==> src/rtl/instr_fetch_unit_pkg.sv <==
// Shared types and constants for the instruction-fetch front end.
// Holds the FSM state encoding, the R-format field positions and the known opcodes.
package instr_fetch_unit_pkg;

    typedef enum logic [1:0] {
        StIdle  = 2'd0,
        StFetch = 2'd1,
        StIssue = 2'd2,
        StHalt  = 2'd3
    } fetch_state_e;

    // MSB position of each field inside the 32-bit instruction word
    localparam int unsigned OP_MSB    = 31;
    localparam int unsigned RS_MSB    = 25;
    localparam int unsigned RT_MSB    = 20;
    localparam int unsigned RD_MSB    = 15;
    localparam int unsigned SHAMT_MSB = 10;
    localparam int unsigned FUNCT_MSB = 5;

    localparam logic [5:0] OP_ADD  = 6'h01;
    localparam logic [5:0] OP_SW   = 6'h02;
    localparam logic [5:0] OP_LW   = 6'h04;
    localparam logic [5:0] OP_HALT = 6'h3F;

    typedef struct packed {
        logic [5:0] op;
        logic [4:0] rs;
        logic [4:0] rt;
        logic [4:0] rd;
        logic [4:0] shamt;
        logic [5:0] funct;
    } instr_fields_t;

    function automatic logic [5:0] opcode_of(input logic [31:0] word);
        return word[OP_MSB -: 6];
    endfunction

endpackage

==> src/rtl/instr_fetch_unit_field_split.sv <==
// Purely combinational splitter of a 32-bit instruction word into MIPS R-format fields.
// Shared by the fetch unit and its reference model.
module instr_field_split
    import instr_fetch_unit_pkg::*;
(
    input  logic [31:0] word,
    output logic [5:0]  op,
    output logic [4:0]  rs,
    output logic [4:0]  rt,
    output logic [4:0]  rd,
    output logic [4:0]  shamt,
    output logic [5:0]  funct
);

    instr_fields_t fields;

    always_comb begin
        fields.op    = opcode_of(word);
        fields.rs    = word[RS_MSB -: 5];
        fields.rt    = word[RT_MSB -: 5];
        fields.rd    = word[RD_MSB -: 5];
        fields.shamt = word[SHAMT_MSB -: 5];
        fields.funct = word[FUNCT_MSB -: 6];
    end

    assign op    = fields.op;
    assign rs    = fields.rs;
    assign rt    = fields.rt;
    assign rd    = fields.rd;
    assign shamt = fields.shamt;
    assign funct = fields.funct;

endmodule

==> src/rtl/instr_fetch_unit.sv <==
// Instruction-fetch front end: fetches words over req/ack, latches and splits them,
// presents each for one issue cycle, advances the PC and stops on the HALT opcode.
module instr_fetch_unit
    import instr_fetch_unit_pkg::*;
#(
    parameter int unsigned      ADDR_W   = 8,
    parameter logic [ADDR_W-1:0] RESET_PC = '0,
    parameter logic [5:0]       HALT_OP  = OP_HALT
) (
    input  logic              clk,
    input  logic              rst,
    input  logic              start,
    input  logic              hold,
    output logic              imem_req,
    output logic [ADDR_W-1:0] imem_addr,
    input  logic              imem_ack,
    input  logic [31:0]       imem_rdata,
    output logic [5:0]        op,
    output logic [4:0]        rs,
    output logic [4:0]        rt,
    output logic [4:0]        rd,
    output logic [4:0]        shamt,
    output logic [5:0]        funct,
    output logic              instr_valid,
    output logic              busy,
    output logic              halted,
    output logic [ADDR_W-1:0] pc,
    output logic [15:0]       issue_cnt
);

    fetch_state_e      state_q, state_d;
    logic [ADDR_W-1:0] pc_q, pc_d;
    logic [31:0]       ir_q, ir_d;
    logic [15:0]       cnt_q, cnt_d;

    logic fetch_done;
    logic issue_adv;

    assign fetch_done = (state_q == StFetch) && imem_ack;
    assign issue_adv  = (state_q == StIssue) && !hold;

    // State register
    always_ff @(posedge clk) begin
        if (rst) begin
            state_q <= StIdle;
        end else begin
            state_q <= state_d;
        end
    end

    // Next-state logic; the HALT decision looks at the word being latched this edge
    always_comb begin
        state_d = state_q;
        unique case (state_q)
            StIdle: begin
                if (start) begin
                    state_d = StFetch;
                end
            end
            StFetch: begin
                if (imem_ack) begin
                    state_d = (opcode_of(imem_rdata) == HALT_OP) ? StHalt : StIssue;
                end
            end
            StIssue: begin
                if (!hold) begin
                    state_d = StFetch;
                end
            end
            StHalt: begin
                state_d = StHalt;
            end
            default: begin
                state_d = StIdle;
            end
        endcase
    end

    // Output logic
    always_comb begin
        imem_req    = 1'b0;
        instr_valid = 1'b0;
        busy        = 1'b0;
        halted      = 1'b0;
        unique case (state_q)
            StIdle: begin
            end
            StFetch: begin
                imem_req = 1'b1;
                busy     = 1'b1;
            end
            StIssue: begin
                instr_valid = 1'b1;
                busy        = 1'b1;
            end
            StHalt: begin
                halted = 1'b1;
            end
            default: begin
            end
        endcase
    end

    // Datapath next-state: instruction register, PC and saturating issue counter
    always_comb begin
        ir_d  = ir_q;
        pc_d  = pc_q;
        cnt_d = cnt_q;
        if (fetch_done) begin
            ir_d = imem_rdata;
        end
        if (issue_adv) begin
            pc_d = pc_q + ADDR_W'(1);
            if (cnt_q != 16'hFFFF) begin
                cnt_d = cnt_q + 16'd1;
            end
        end
    end

    always_ff @(posedge clk) begin
        if (rst) begin
            pc_q  <= RESET_PC;
            ir_q  <= '0;
            cnt_q <= '0;
        end else begin
            pc_q  <= pc_d;
            ir_q  <= ir_d;
            cnt_q <= cnt_d;
        end
    end

    instr_field_split u_split (
        .word  (ir_q),
        .op    (op),
        .rs    (rs),
        .rt    (rt),
        .rd    (rd),
        .shamt (shamt),
        .funct (funct)
    );

    assign imem_addr = pc_q;
    assign pc        = pc_q;
    assign issue_cnt = cnt_q;

endmodule

==> config.mk <==
export PLATFORM = sky130hd
export DESIGN_NAME = instr_fetch_unit
export DESIGN_NICKNAME = d
export VERILOG_FILES = /design/src/rtl/instr_fetch_unit_pkg.sv /design/src/rtl/instr_fetch_unit_field_split.sv /design/src/rtl/instr_fetch_unit.sv
export SDC_FILE = /design/constraint.sdc
export NUM_CORES = 1
export LEC_CHECK = 0
export BUFFER_PORTS_ARGS = -buffer_cell sky130_fd_sc_hd__buf_2
export CAP_MARGIN = 5
export CORE_ASPECT_RATIO = 1.25
export CORE_MARGIN = 4
export CORE_UTILIZATION = 42
export CTS_BUF_LIST = sky130_fd_sc_hd__clkbuf_2 sky130_fd_sc_hd__clkbuf_4 sky130_fd_sc_hd__clkbuf_8
export CTS_CLUSTER_DIAMETER = 50
export DETAILED_ROUTE_END_ITERATION = 16
export GPL_ROUTABILITY_DRIVEN = 0
export PLACE_DENSITY_LB_ADDON = 0.1
export SLEW_MARGIN = 0
export SYNTH_ARGS = -nofsm -noshare
export SYNTH_HDL_FRONTEND = slang
export SYNTH_HIERARCHICAL = 1
export SYNTH_SLANG_ARGS = --single-unit
==> constraint.sdc <==
create_clock -name clk -period 2.7 [get_ports clk]
set_clock_uncertainty 0.2 [all_clocks]
set_input_delay 0.135 -clock clk [delete_from_list [all_inputs] [get_ports clk]]
set_output_delay 0.135 -clock clk [all_outputs]
set_load 0.01 [all_outputs]
-- Yosys cells after proc, flatten, opt, wreduce, memory -nomap -nowiden
Index checks and enable logic that the tools add are counted.
- register bits: 58
- logic and storage cells: 30
- input port bits: 37
- memories: 0
- latch bits: 0
- ROM bits: 0
- bits in writable memories: 0
- output and inout bits: 68
- $mul: 0
- shift operators: 0
- $lt $le $gt $ge: 0
- bitwise operators: 0
- reductions and logical operators: 7
- mux-type cells: 9
- equal/unequal tests: 8
- divide/modulo/power cells: 0
- $add $sub $neg: 2
- operators by type and width (kind ; number):
    $add A16 B1 Y16 const B ; 1
    $ne A16 B16 Y1 const B ; 1
    $add A8 B1 Y8 const B ; 1
    $pmux W2 S4 ; 1
    $eq A6 B6 Y1 const B ; 1
    $mux W2 ; 3
    $ne A2 B2 Y1 const B ; 3
    $mux W1 ; 5
    $eq A2 B2 Y1 const B ; 2
    $reduce_and A3 Y1 ; 1
    $eq A2 B1 Y1 const B ; 1
    $logic_and A1 B1 Y1 ; 2
    $logic_not A2 Y1 ; 1
    $reduce_and A2 Y1 ; 1
    $reduce_or A2 Y1 ; 1
    $logic_not A1 Y1 ; 1

-- Logic depth before layout (Yosys ltp)
- depth after elaboration: 4
- mapped depth: 7
- gate-level depth less buffers: 6

-- By module
Netlist, hierarchy kept.
- modules (own cells, without submodules) (module ; area each (µm²) ; instances ; seq. area each (µm²) ; cells each):
    instr_fetch_unit ; 2522.4 ; 1 ; 1161.1 ; 302
    instr_field_split ; 240.2 ; 1 ; 0.0 ; 32

-- Least setup slack after synthesis
No wires, ideal clock.
- path type: register to register
- start: reg state_q[0]
- end: reg cnt_q[15] (netlist: issue_cnt[15])
- library setup time: 123 ps
- cell stages (with the launch flop): 7
- data arrival time: 1697 ps
- period minus slack after synthesis: 2021 ps
- buffers on the path: 0
- slack: 679 ps
- required time: 2377 ps
- cells stage by stage: dfxtp_1 -> inv_1 -> ha_1 -> and4b_1 -> nand4_4 -> nor4_1 -> mux2_1
- word-level cells in the longest chain between the ends: 3
- ends and longest elaborated chain (item ; RTL line ; source):
    from (decl) ; instr_fetch_unit.sv:31 ; fetch_state_e state_q, state_d;
    from (signal assigned) ; instr_fetch_unit.sv:45 ; state_q <= StIdle;
    from (signal assigned) ; instr_fetch_unit.sv:47 ; state_q <= state_d;
    $eq A2 B2 Y1 ; instr_fetch_unit.sv:40 ; assign issue_adv = (state_q == StIssue) && !hold;
    $logic_and A1 B1 Y1 ; instr_fetch_unit.sv:40 ;
    $reduce_and A2 Y1 (no source line) ; -- ;
    to (signal assigned) ; instr_fetch_unit.sv:128 ; cnt_q <= cnt_d;
    to (decl) ; instr_fetch_unit.sv:34 ; logic [15:0] cnt_q, cnt_d;
Every way passes these cells.
A chain may end at the register's enable or synchronous reset.

-- Worst setup path in the final report
Ends and elaborated chain as after synthesis.

==> summary.txt <==
OUTCOME
----------------------------------------------------------------------
Status                                                    finished, final reports clean

CLOCKING
----------------------------------------------------------------------
Clock Pin Slew Worst Setup and Hold Paths                      0.07 ns
Number of buffers inserted during clock tree synthesis               9
CTS Sinks                                                           58
Max Root-Sink Buffers                                                2
Htree depth                                                          3
Post-CTS setup repair buffer count                                   0
# hold bufs at CTS                                                  35
Resized cells post-CTS                                               0
Later-pin clock latency in the skew report                     0.33 ns
CTS tree                                                         built
Clock root buffer master                                  sky130_fd_sc_hd__clkbuf_8

LAYOUT
----------------------------------------------------------------------
Count of nets after finishing                                      479
P&R area growth vs syn                                           31.2%
Final Util                                                       57.7%
Count of non-filler cells in the finished layout                   526
Ratio of cells with drive above 1 in the final layout            30.6%
Post-route cell area                                          3620 µm²
Filler instances                                                   614
Number of diodes added for antenna fixing                            0

DIE
----------------------------------------------------------------------
Floorplan die height                                           98.7 µm
Boundary Pins                                                      105
Width of the die                                               80.5 µm
Number of core rows                                                 32
Core Region                                                   6290 µm²
Starting utilization of the core area                            43.9%
Floorplan die area                                            7950 µm²

DETAILED ROUTING
----------------------------------------------------------------------
Number of vias after detailed routing                             2505
Routed WL                                                      6630 µm
Wire length per cell after detailed routing                    12.6 µm
Detail Route Antenna Nets                                            0
Pre-Repair DR Iteration Count                                        4
Residual DRC                                                         0
Number of vias per cell after detailed routing                    4.76
First DRT Iteration DRCs                                            98

PLACE
----------------------------------------------------------------------
IO Port Bufs                                                       104
Post-placement cell count                                          475
Post-detail-place hpwl                                         4520 µm
Placement-stage cell area                                     3080 µm²

STA
----------------------------------------------------------------------
Min cycle time layout                                          2.15 ns
Achievable frequency                                           464 MHz
Setup-failing EPs final                                              0
Count of final max-slew check failures                               0
Final cycle utilization of the critical path                     79.8%
Max-Slew Margin vs Limit                                         67.0%
Final setup TNS                                                   0 ns
Slew at the pin closest to its max-slew limit                 0.490 ns
RSZ-0062 raised after global routing                             false
Endpoints failing hold                                               0

YOSYS
----------------------------------------------------------------------
Mean area per synthesized cell                                8.27 µm²
Cells after Synth                                                  334
Synth area leader                                         sky130_fd_sc_hd__dfxtp_1
Fraction of registers with async set/reset                          0%
Number of flops mapped to enable cells by yosys                      0
Warnings from Yosys                                                  6
Count of state elements after synthesis                             58
Most frequently used flop master after synthesis          sky130_fd_sc_hd__dfxtp_1
Nets in the synthesized netlist                                    377
Post-Syn Area                                                 2760 µm²
Number of distinct library cells after synthesis                    44
Area share of the largest cell type after synthesis              42.0%
Proportion of synthesized chip area in sequential cells          42.0%
Largest cells by area after synthesis                     sky130_fd_sc_hd__dfxtp_1 (42%), sky130_fd_sc_hd__buf_4 (11%), sky130_fd_sc_hd__nand2_1 (10%)

SETUP PATH
----------------------------------------------------------------------
Worst setup path class                                      reg -> reg
Maximum fanout count along the critical path                         9
CP Capture Type                                              flip-flop
Startpoint type of the worst setup path                      flip-flop
Required time at the endpoint of the critical path             2.72 ns
Data arrival time of the critical path                         2.17 ns

GLOBAL ROUTING
----------------------------------------------------------------------
Largest net degree at the start of global routing                   33
Via count of the first global-routing pass                        2463
Wire length of the first global-routing pass                  11000 µm
Antenna violations before repair                                     0
Grt total ovfl                                                       0
Total GRT Usage                                                  17.4%

PWR
----------------------------------------------------------------------
Total power                                                  0.00233 W
Leakage                                                        1.66 nW
VDD IR-drop max                                             0.000304 V
Pwr Density                                                 642 nW/µm²

RUN
----------------------------------------------------------------------
Max Cap Viol                                                         0

WORST HOLD PATH
----------------------------------------------------------------------
Worst hold path class                                        in -> reg

metal layers:
metal  global-route usage (%)  wire (µm)
met5                        0          0
met1                     18.8       2690
met4                     7.02        110
met2                     31.8       3350
met3                     4.02        482
cell type report:
class,count,area (µm²),share of cell area (%)
clock inverter,7,70.1,1.93
multi-input combinational,214,1220,33.6
inverter,8,30.0,0.828
tap,85,106,2.93
clock buffer,9,124,3.42
sequential,58,1160,32.0
timing repair buffer,145,916,25.3
kinds of logic after synthesis:
group | after synthesis | synth area share [%]
flip-flops | 58 | 42.0
adder cells (fa/ha/maj) | 6 | 2.72
AND/OR/NAND/NOR | 139 | 25.1
buffers and inverters | 62 | 13.9
XOR/XNOR | 7 | 2.22
multiplexers | 6 | 2.35
AO/OA/AOI/OAI | 56 | 11.6
worst max-delay path, stage by stage (launching register included):
cell and delay [ns]:
sky130_fd_sc_hd__dfxtp_1 0.33, sky130_fd_sc_hd__inv_1 0.10, sky130_fd_sc_hd__ha_1 0.24, sky130_fd_sc_hd__and4b_1 0.33, sky130_fd_sc_hd__nand4_4 0.18, sky130_fd_sc_hd__nor4_1 0.31, sky130_fd_sc_hd__mux2_1 0.35
cell usage after synthesis, types with 2 or more instances:
cell type,n
sky130_fd_sc_hd__nor4_1,3
sky130_fd_sc_hd__xor2_1,6
sky130_fd_sc_hd__nor2_1,15
sky130_fd_sc_hd__dfxtp_1,58
sky130_fd_sc_hd__o21ai_0,2
sky130_fd_sc_hd__a21oi_1,42
sky130_fd_sc_hd__and2_1,2
sky130_fd_sc_hd__o31ai_1,3
sky130_fd_sc_hd__ha_1,6
sky130_fd_sc_hd__a211oi_1,2
sky130_fd_sc_hd__nor2b_1,5
sky130_fd_sc_hd__nor3_1,7
sky130_fd_sc_hd__and3_1,2
sky130_fd_sc_hd__nand2_1,76
sky130_fd_sc_hd__or4_1,3
sky130_fd_sc_hd__nand4_1,7
sky130_fd_sc_hd__mux2_1,3
sky130_fd_sc_hd__buf_4,40
sky130_fd_sc_hd__clkbuf_1,13
sky130_fd_sc_hd__nand4_2,2
sky130_fd_sc_hd__inv_1,8
sky130_fd_sc_hd__mux2i_1,2
sky130_fd_sc_hd__nand3_1,6
state kept, by name (all words and copies together), names as in the netlist:
signal and count:
imem_addr 8, ir_q 32, issue_cnt 16, state_q 2
report_power, final:
| part | switching, W | leakage [nW] | internal [W] |
|---|---|---|---|
| logic | 0.000325 | 1.10 | 0.000244 |
| clock network | 0.000347 | 0.0873 | 0.000422 |
| registers | 0.0000472 | 0.470 | 0.000943 |
| total | 0.000719 | 1.66 | 0.00161 |
final timing paths:
path	start	to	slack, ns	cells past startpoint
max	state_q[0]$_SDFFE_PP0P_	issue_cnt[15]$_SDFFE_PP0P_	0.55	6
min	hold	state_q[1]$_SDFFE_PP0P_	0.07	4
max reg2reg	state_q[0]$_SDFFE_PP0P_	issue_cnt[15]$_SDFFE_PP0P_	0.55	6
min reg2reg	ir_q[5]$_SDFFE_PP0P_	ir_q[5]$_SDFFE_PP0P_	0.25	2
metrics by stage:
step | worst slack (ns) | hold WS, ns
after floorplan | 0.679 | 0.0710
after global placement | 0.612 | 0.175
after detailed placement | 0.575 | 0.182
after CTS | 0.552 | 0.0458
after global routing | 0.372 | 0.0706
final | 0.545 | 0.0669
cell usage in the layout (no fill, tap or decap), types with 3 or more instances in the layout:
| cell | count |
|---|---|
| sky130_fd_sc_hd__o31ai_1 | 3 |
| sky130_fd_sc_hd__nor2_1 | 15 |
| sky130_fd_sc_hd__inv_1 | 8 |
| sky130_fd_sc_hd__nand2_1 | 76 |
| sky130_fd_sc_hd__or4_1 | 3 |
| sky130_fd_sc_hd__dfxtp_1 | 58 |
| sky130_fd_sc_hd__nor4_1 | 3 |
| sky130_fd_sc_hd__nand3_1 | 6 |
| sky130_fd_sc_hd__mux2_1 | 3 |
| sky130_fd_sc_hd__nor3_1 | 7 |
| sky130_fd_sc_hd__buf_4 | 6 |
| sky130_fd_sc_hd__nand4_1 | 7 |
| sky130_fd_sc_hd__buf_2 | 104 |
| sky130_fd_sc_hd__dlygate4sd3_1 | 35 |
| sky130_fd_sc_hd__nor2b_1 | 5 |
| sky130_fd_sc_hd__ha_1 | 6 |
| sky130_fd_sc_hd__clkinvlp_4 | 4 |
| sky130_fd_sc_hd__xor2_1 | 6 |
| sky130_fd_sc_hd__a21oi_1 | 42 |
| sky130_fd_sc_hd__clkbuf_8 | 9 |
No activity file was read; power rests on OpenSTA's default activity.
